### config.mk
export PLATFORM = sky130hd
export DESIGN_NAME = alu_arbiter
export DESIGN_NICKNAME = d
export VERILOG_FILES = /design/src/rtl/alu_arbiter.sv
export SDC_FILE = /design/constraint.sdc
export NUM_CORES = 1
export LEC_CHECK = 0
export CAP_MARGIN = 20
export CORE_UTILIZATION = 39
export CTS_CLUSTER_DIAMETER = 200
export DETAILED_ROUTE_END_ITERATION = 10
export PLACE_DENSITY = 0.81
export REMOVE_ABC_BUFFERS = 1
export SYNTH_ARGS = -nofsm -noshare
export SYNTH_HDL_FRONTEND = slang
export SYNTH_SLANG_ARGS = --single-unit
### constraint.sdc
create_clock -name clk -period 4.5 [get_ports clk]
set_input_delay 0.9 -clock clk [delete_from_list [all_inputs] [get_ports clk]]
set_output_delay 0.9 -clock clk [all_outputs]
set_load 0.1 [all_outputs]
### src/rtl/alu_arbiter.sv
// alu_arbiter
// Shares one registered ALU between two requesters and returns each result on
// a single response channel. Only one operation is ever outstanding.
//
// Ports
//   clk, reset                      clock (rising edge), async active-high reset
//   reqN_valid / reqN_ready         per-requester handshake (N = 0, 1)
//   reqN_op, reqN_rs1, reqN_rs2,
//   reqN_shamt                      operation code and operands
//   resp_valid / resp_ready         response handshake
//   resp_id, resp_data, resp_err    owner index, result, illegal-op flag
//   alu_rs1, alu_rs2, alu_shamt     registered operands to the ALU
//   alu_is_add .. alu_is_sra        one-hot op flags to the ALU
//   alu_valid / alu_ready, alu_out  ALU handshake and result
module alu_arbiter (
  input  logic        clk,
  input  logic        reset,
  input  logic        req0_valid,
  output logic        req0_ready,
  input  logic [3:0]  req0_op,
  input  logic [31:0] req0_rs1,
  input  logic [31:0] req0_rs2,
  input  logic [4:0]  req0_shamt,
  input  logic        req1_valid,
  output logic        req1_ready,
  input  logic [3:0]  req1_op,
  input  logic [31:0] req1_rs1,
  input  logic [31:0] req1_rs2,
  input  logic [4:0]  req1_shamt,
  output logic        resp_valid,
  input  logic        resp_ready,
  output logic        resp_id,
  output logic [31:0] resp_data,
  output logic        resp_err,
  output logic [31:0] alu_rs1,
  output logic [31:0] alu_rs2,
  output logic [4:0]  alu_shamt,
  output logic        alu_is_add,
  output logic        alu_is_sub,
  output logic        alu_is_xor,
  output logic        alu_is_or,
  output logic        alu_is_and,
  output logic        alu_is_sll,
  output logic        alu_is_slt,
  output logic        alu_is_sltu,
  output logic        alu_is_srl,
  output logic        alu_is_sra,
  output logic        alu_valid,
  input  logic        alu_ready,
  input  logic [31:0] alu_out
);

  localparam logic [1:0] IDLE  = 2'd0;
  localparam logic [1:0] ISSUE = 2'd1;
  localparam logic [1:0] WAIT  = 2'd2;
  localparam logic [1:0] RESP  = 2'd3;

  localparam int NUM_OPS = 10;

  logic [1:0]         state_reg;
  logic               last_reg;      // requester served most recently
  logic [NUM_OPS-1:0] flags_reg;
  logic [31:0]        rs1_reg;
  logic [31:0]        rs2_reg;
  logic [4:0]         shamt_reg;
  logic               resp_id_reg;
  logic [31:0]        resp_data_reg;
  logic               resp_err_reg;

  logic               grant;
  logic               idle_open;
  logic               accept;
  logic [3:0]         sel_op;
  logic [31:0]        sel_rs1;
  logic [31:0]        sel_rs2;
  logic [4:0]         sel_shamt;
  logic               sel_legal;
  logic [NUM_OPS-1:0] op_onehot;

  // Round-robin: a lone requester wins; on a tie the one not served last wins.
  always_comb begin
    if (req0_valid && !req1_valid) begin
      grant = 1'b0;
    end else if (req1_valid && !req0_valid) begin
      grant = 1'b1;
    end else begin
      grant = ~last_reg;
    end
  end

  // The alu_ready==0 gate keeps us from issuing while the ALU still shows
  // the ready of the previous transaction (it drops one cycle after valid).
  assign idle_open  = (state_reg == IDLE) && !alu_ready;
  assign req0_ready = idle_open && !grant;
  assign req1_ready = idle_open && grant;
  assign accept     = (req0_ready && req0_valid) || (req1_ready && req1_valid);

  assign sel_op    = grant ? req1_op    : req0_op;
  assign sel_rs1   = grant ? req1_rs1   : req0_rs1;
  assign sel_rs2   = grant ? req1_rs2   : req0_rs2;
  assign sel_shamt = grant ? req1_shamt : req0_shamt;
  assign sel_legal = (sel_op < 4'(NUM_OPS));

  // Op code to one-hot flag decode; codes 10-15 decode to all zeros.
  genvar gi;
  generate
    for (gi = 0; gi < NUM_OPS; gi++) begin : g_dec
      assign op_onehot[gi] = (sel_op == 4'(gi));
    end
  endgenerate

  always_ff @(posedge clk or posedge reset) begin
    if (reset) begin
      state_reg     <= IDLE;
      last_reg      <= 1'b1;  // makes req0 win the first tie
      flags_reg     <= '0;
      rs1_reg       <= '0;
      rs2_reg       <= '0;
      shamt_reg     <= '0;
      resp_id_reg   <= 1'b0;
      resp_data_reg <= '0;
      resp_err_reg  <= 1'b0;
    end else begin
      case (state_reg)
        IDLE: begin
          if (accept) begin
            last_reg    <= grant;
            resp_id_reg <= grant;
            if (sel_legal) begin
              flags_reg    <= op_onehot;
              rs1_reg      <= sel_rs1;
              rs2_reg      <= sel_rs2;
              shamt_reg    <= sel_shamt;
              resp_err_reg <= 1'b0;
              state_reg    <= ISSUE;
            end else begin
              // Illegal op: skip the ALU and answer straight away.
              resp_err_reg  <= 1'b1;
              resp_data_reg <= '0;
              state_reg     <= RESP;
            end
          end
        end
        ISSUE: begin
          state_reg <= WAIT;
        end
        WAIT: begin
          if (alu_ready) begin
            resp_data_reg <= alu_out;
            flags_reg     <= '0;
            state_reg     <= RESP;
          end
        end
        RESP: begin
          if (resp_ready) begin
            state_reg <= IDLE;
          end
        end
        default: begin
          state_reg <= IDLE;
        end
      endcase
    end
  end

  assign alu_valid  = (state_reg == ISSUE) || (state_reg == WAIT);
  assign resp_valid = (state_reg == RESP);
  assign resp_id    = resp_id_reg;
  assign resp_data  = resp_data_reg;
  assign resp_err   = resp_err_reg;

  assign alu_rs1   = rs1_reg;
  assign alu_rs2   = rs2_reg;
  assign alu_shamt = shamt_reg;

  assign alu_is_add  = flags_reg[0];
  assign alu_is_sub  = flags_reg[1];
  assign alu_is_xor  = flags_reg[2];
  assign alu_is_or   = flags_reg[3];
  assign alu_is_and  = flags_reg[4];
  assign alu_is_sll  = flags_reg[5];
  assign alu_is_slt  = flags_reg[6];
  assign alu_is_sltu = flags_reg[7];
  assign alu_is_srl  = flags_reg[8];
  assign alu_is_sra  = flags_reg[9];

endmodule

-- Word level (Yosys, flattened, before mapping)
Cells that the tools add are included.
- reduce and logical (&&, ||, !) cells: 21
- equal/unequal tests: 17
- bitwise operators: 1
- magnitude comparators: 1
- multiplexer cells: 20
- operators with widths (cell ; count):
    two-way mux 32 bit ; 5
    case mux 32 bit (2 select lines) ; 1
    two-way mux 10 bit ; 3
    case mux 10 bit (2 select lines) ; 1
    equality test 4 x 3 -> 1 bit, second input constant ; 4
    equality test 4 x 2 -> 1 bit, second input constant ; 2
    equality test 4 bit, second input constant ; 2
    two-way mux 2 bit ; 4
    != test 2 bit, second input constant ; 4
    case mux 2 bit (4 select lines) ; 1
    AND reduction 4 bit ; 2
    logical AND 1 bit ; 7
    AND reduction 3 bit ; 2
    two-way mux 5 bit ; 1
    equality test 2 bit, second input constant ; 2
    equality test 4 x 1 -> 1 bit, second input constant ; 1
    zero test 1 bit ; 4
    zero test 4 bit ; 1
    < comparator 4 bit, second input constant ; 1
    two-way mux 4 bit ; 1
    two-way mux 1 bit ; 3
    equality test 2 x 1 -> 1 bit, second input constant ; 1
    zero test 2 bit ; 1
    logical OR 1 bit ; 2
    4 further kinds ; 4
- word-level logic and storage cells: 69
- bits in registers: 116
- input port bits: 184
- output and inout bits: 117

-- Depth between registers and ports, before layout
- word-level depth: 10
- depth in mapped cells: 10
- gate-level depth less buffers: 8

-- Worst setup path after synthesis
OpenSTA, ideal clock, no wires.
- path type: input to output
- from: in req0_valid
- to: out req1_ready
- cell stages on the path: 5
- slack: 0.821 ns
- required time: 3.600 ns
- data arrival time: 2.779 ns
- cells stage by stage: o21bai_4 -> nand2_1 -> buf_2 -> buf_2 -> nor2_1
- cells in the longest elaborated chain, start to end: 5
- elaborated cells between the ends (all ways): 6
- classes of those cells: mux: 2; reduce/logical: 4
- ends and longest elaborated chain (element ; line ; text):
    start: declaration ; 18 ; input logic req0_valid,
    zero test 1 bit ; 84 ; end else if (req1_valid && !req0_valid) begin
    logical AND 1 bit ; 84 ;
    two-way mux 1 bit ; 84 ;
    two-way mux 1 bit (*) ; 82 ; if (req0_valid && !req1_valid) begin
    logical AND 1 bit (*) ; 95 ; assign req1_ready = idle_open && grant;
    end: declaration ; 25 ; output logic req1_ready,
Mark *: on every way between the ends. The rest lies on a longest branch, timed or not.

-- Worst setup path after layout
- from: reg state_reg[1]
- to: out alu_valid
- cells in the longest elaborated chain, start to end: 2
- elaborated cells between the ends (all ways): 3
- classes of those cells: eq/ne: 2; reduce/logical: 1
- ends and longest elaborated chain (element ; line ; text):
    start: declaration ; 60 ; logic [1:0] state_reg;
    start signal: assignment ; 114 ; state_reg <= IDLE;
    start signal: assignment ; 135 ; state_reg <= ISSUE;
    start signal: assignment ; 140 ; state_reg <= RESP;
    equality test 2 x 1 -> 1 bit or equality test 2 bit (tied branches) ; 166 ; assign alu_valid = (state_reg == ISSUE) || (state_reg == WAIT);
    logical OR 1 bit (*) ; 166 ;
    end: declaration ; 48 ; output logic alu_valid,
Marks and branches as above.

==> impl_results.md <==
- Worst min-delay path class: flop to flop
- Diodes inserted: 0
- Root Buffer: clkbuf_16
- Critical path endpoint category: output pin
- Startpoint Class: flop
- Die Height: about 120 um
- RSZ-0062 raised after global routing: false
- F_max: between 300 and 400 MHz
- GRT Total Usage: 24.0%
- Max-slew violations: 0
- Initial Utilization: 40.3%
- Largest net degree at the start of global routing: 85
- Min Tclk post-route: 3.27 ns
- WP data required: about 3.6 ns
- Die W: between 100 and 150 um
- Clock skew: 0.00891 ns
- Clock buffer depth: 2
- Worst-Skew Late Latency: just over 0.4 ns
- CP peak stage delay: approximately 1.2 ns
- Synth unique cells: 33
- Post-route ant nets: 0
- Rel. slew slack: around 30%
- Hold WS: approximately 0.49 ns
- DRT iter0 DRCs: around 240
- Post-Route WL: 16900 um
- Wirelength per Cell: about 17 um
- Hpwl dp: around 13000 um
- Area share of the largest cell type after synthesis: between 50% and 60%
- Least-Margin Pin Slew: approximately 1.0 ns
- Synth Register Bits: roughly 120
- Largest area contributor in the netlist: dfrtp_1
- Initial antenna violation count: 0
- Synth Instances: 540
- Critical path arrival: between 2 and 2.5 ns
- Outcome: finished, final reports clean
- Hold Vio Cnt, Final: 0
- Port bufs: 300
- Area Growth Syn to Fin: 68.0%
- Final setup fails: 0
- Crit path cell chain: inv_1, ha_1, clkdlybuf4s50_1
- TNS Setup: 0 ns
- GPL Wtd Cong: about 0.83
- DRC viols: 0
- Commonest register cell after synthesis: dfrtp_1
- FF+latch area: just under 0.003 mm2
- Inserted Clock Buffers: 17
- Max cap viols: 0
- IO Pins: 301
- Vias in the first global route: approximately 5300
- First-pass GRT wire length: between 20000 and 30000 um
- Largest cells by area after synthesis: dfrtp_1 53%, mux2i_1 13%, a21oi_1 6.0%
- Number of instances in the placed design: about 1000
- Crit path max fanout: 4
- Die area: roughly 0.014 mm2
- Core area: between 0.01 and 0.015 mm2
- Vias per cell: around 5.0
- Ys async rst share: 100%
- Post-layout util: about 68%
- Slowest-stage cell, CP: clkdlybuf4s50_1
- Post-CTS Hold Buffers: 0
- Filler cells: 1016
- Post_cts resized: 0
- Finished Layout Cells: 1018
- TritonCTS Sinks: 116
- Largest delay share family, worst path: buffers and inverters
- Sequential fraction of the synthesis area: a little over half
- Final nets: between 1000 and 1500
- TritonCTS clock tree: done
- Buf+Inv Stages, Crit Path: 2
- Vias post-DR: slightly above 5000
- Worst-path clk slew: 0.05 ns
- Syn avg cell area: around 10 um2
- Mapped Area: 0.00540 mm2
- Setup Buffers After CTS: 0
- CTS H-tree depth: 4
- Area of the multi-input gates: 0.00217 mm2
- Final period util: approximately 73%
- Number of enable flip-flop cells after synthesis: 0
- GRT Residual Overflow: 0
- Warnings, synthesis: 0
- Ratio of cells with drive above 1 in the final layout: roughly 7.4%
- CP Class: flop to output pin
- Rows: between 40 and 50
- 1st-pass router iterations: 5
-- synthesized netlist by cell type, types with 2 or more instances --
| library cell | number |
|---|---|
| o31ai_1 | 4 |
| buf_6 | 4 |
| mux2i_1 | 72 |
| a21oi_2 | 11 |
| nand3_1 | 36 |
| clkbuf_1 | 8 |
| dfrtp_1 | 115 |
| a21oi_1 | 65 |
| nand2_1 | 23 |
| ha_1 | 4 |
| or2_2 | 2 |
| buf_4 | 3 |
| o21ai_0 | 38 |
| nor3_1 | 5 |
| mux2_2 | 2 |
| inv_1 | 39 |
| buf_2 | 21 |
| o21ai_1 | 2 |
| nor2_1 | 72 |
-- cell families (layout without fill, tap and decap cells) --
group,count (synthesis),after routing,share of synthesized area (%)
adder cells (fa/ha/maj),4,4,0.926
AND/OR/NAND/NOR,143,143,11.3
buffers and inverters,75,377,6.46
flip-flops,116,116,53.7
AO/OA/AOI/OAI,127,127,13.6
multiplexers,75,75,14.0
-- worst register-to-register path: stages, from the launching register on --
cell and delay [ns]:
dfstp_2 0.60, nand2_1 0.16, nand2_4 0.12, buf_4 0.62, mux2i_1 0.47, nand2_1 0.14, o31ai_1 0.30
-- stage by stage --
stage / area (um2) / setup WS [ns]
final: 9080 / 1.23
after global routing: 9080 / 1.15
after CTS: 9080 / 1.21
after detailed placement: 8510 / 1.01
after global placement: 8510 / 1.19
after floorplan: 5200 / -2.74
-- routing by layer --
layer | GRT usage [%] | vias to the layer above | wire length [um]
met2 | 44.0 | 231 | 8920
met3 | 8.46 | 30 | 1460
met1 | 24.4 | 2366 | 6170
met5 | 0 | - | 0
met4 | 10.1 | 0 | 403
li1 | - | 2420 | -
-- layout make-up --
type | count | area share (%)
repair buffers | 309 | 33.8
flip-flops and latches | 116 | 32.0
multi-input cells | 349 | 23.9
clock buffers | 24 | 5.42
well taps | 176 | 2.43
inverters | 39 | 1.64
clock inverters | 5 | 0.827
-- worst paths after layout --
path | slack (ns) | to | cells past startpoint | startpoint
setup / recovery | 1.23 | alu_valid | 3 | state_reg[1]
hold / removal | 0.49 | flags_reg[8] | 2 | flags_reg[8]
setup reg to reg | 1.97 | flags_reg[0] | 6 | last_reg
hold reg to reg | 0.49 | flags_reg[8] | 2 | flags_reg[8]
max in group asynchronous | 2.64 | alu_rs2[30] | 3 | reset
min in group asynchronous | 0.95 | alu_rs1[19] | 2 | reset
-- placed cells by master (no fill, tap or decap), types with 2 or more instances in the layout --
cell type and count:
nand2_1 22, mux2_2 2, clkbuf_16 17, o21ai_0 38, nor3_1 5, dfrtp_1 115, or2_2 2, ha_1 4
nand3_1 36, a21oi_1 64, mux2i_1 72, buf_4 11, o31ai_1 4, nor2_1 72, clkbuf_8 4, clkinv_2 3
bufinv_16 2, inv_1 38, a21oi_2 11, clkbuf_1 3, clkdlybuf4s50_1 298
Power is not shown: default switching activity piles up to over one toggle a cycle in this logic, so the estimate is an artifact.
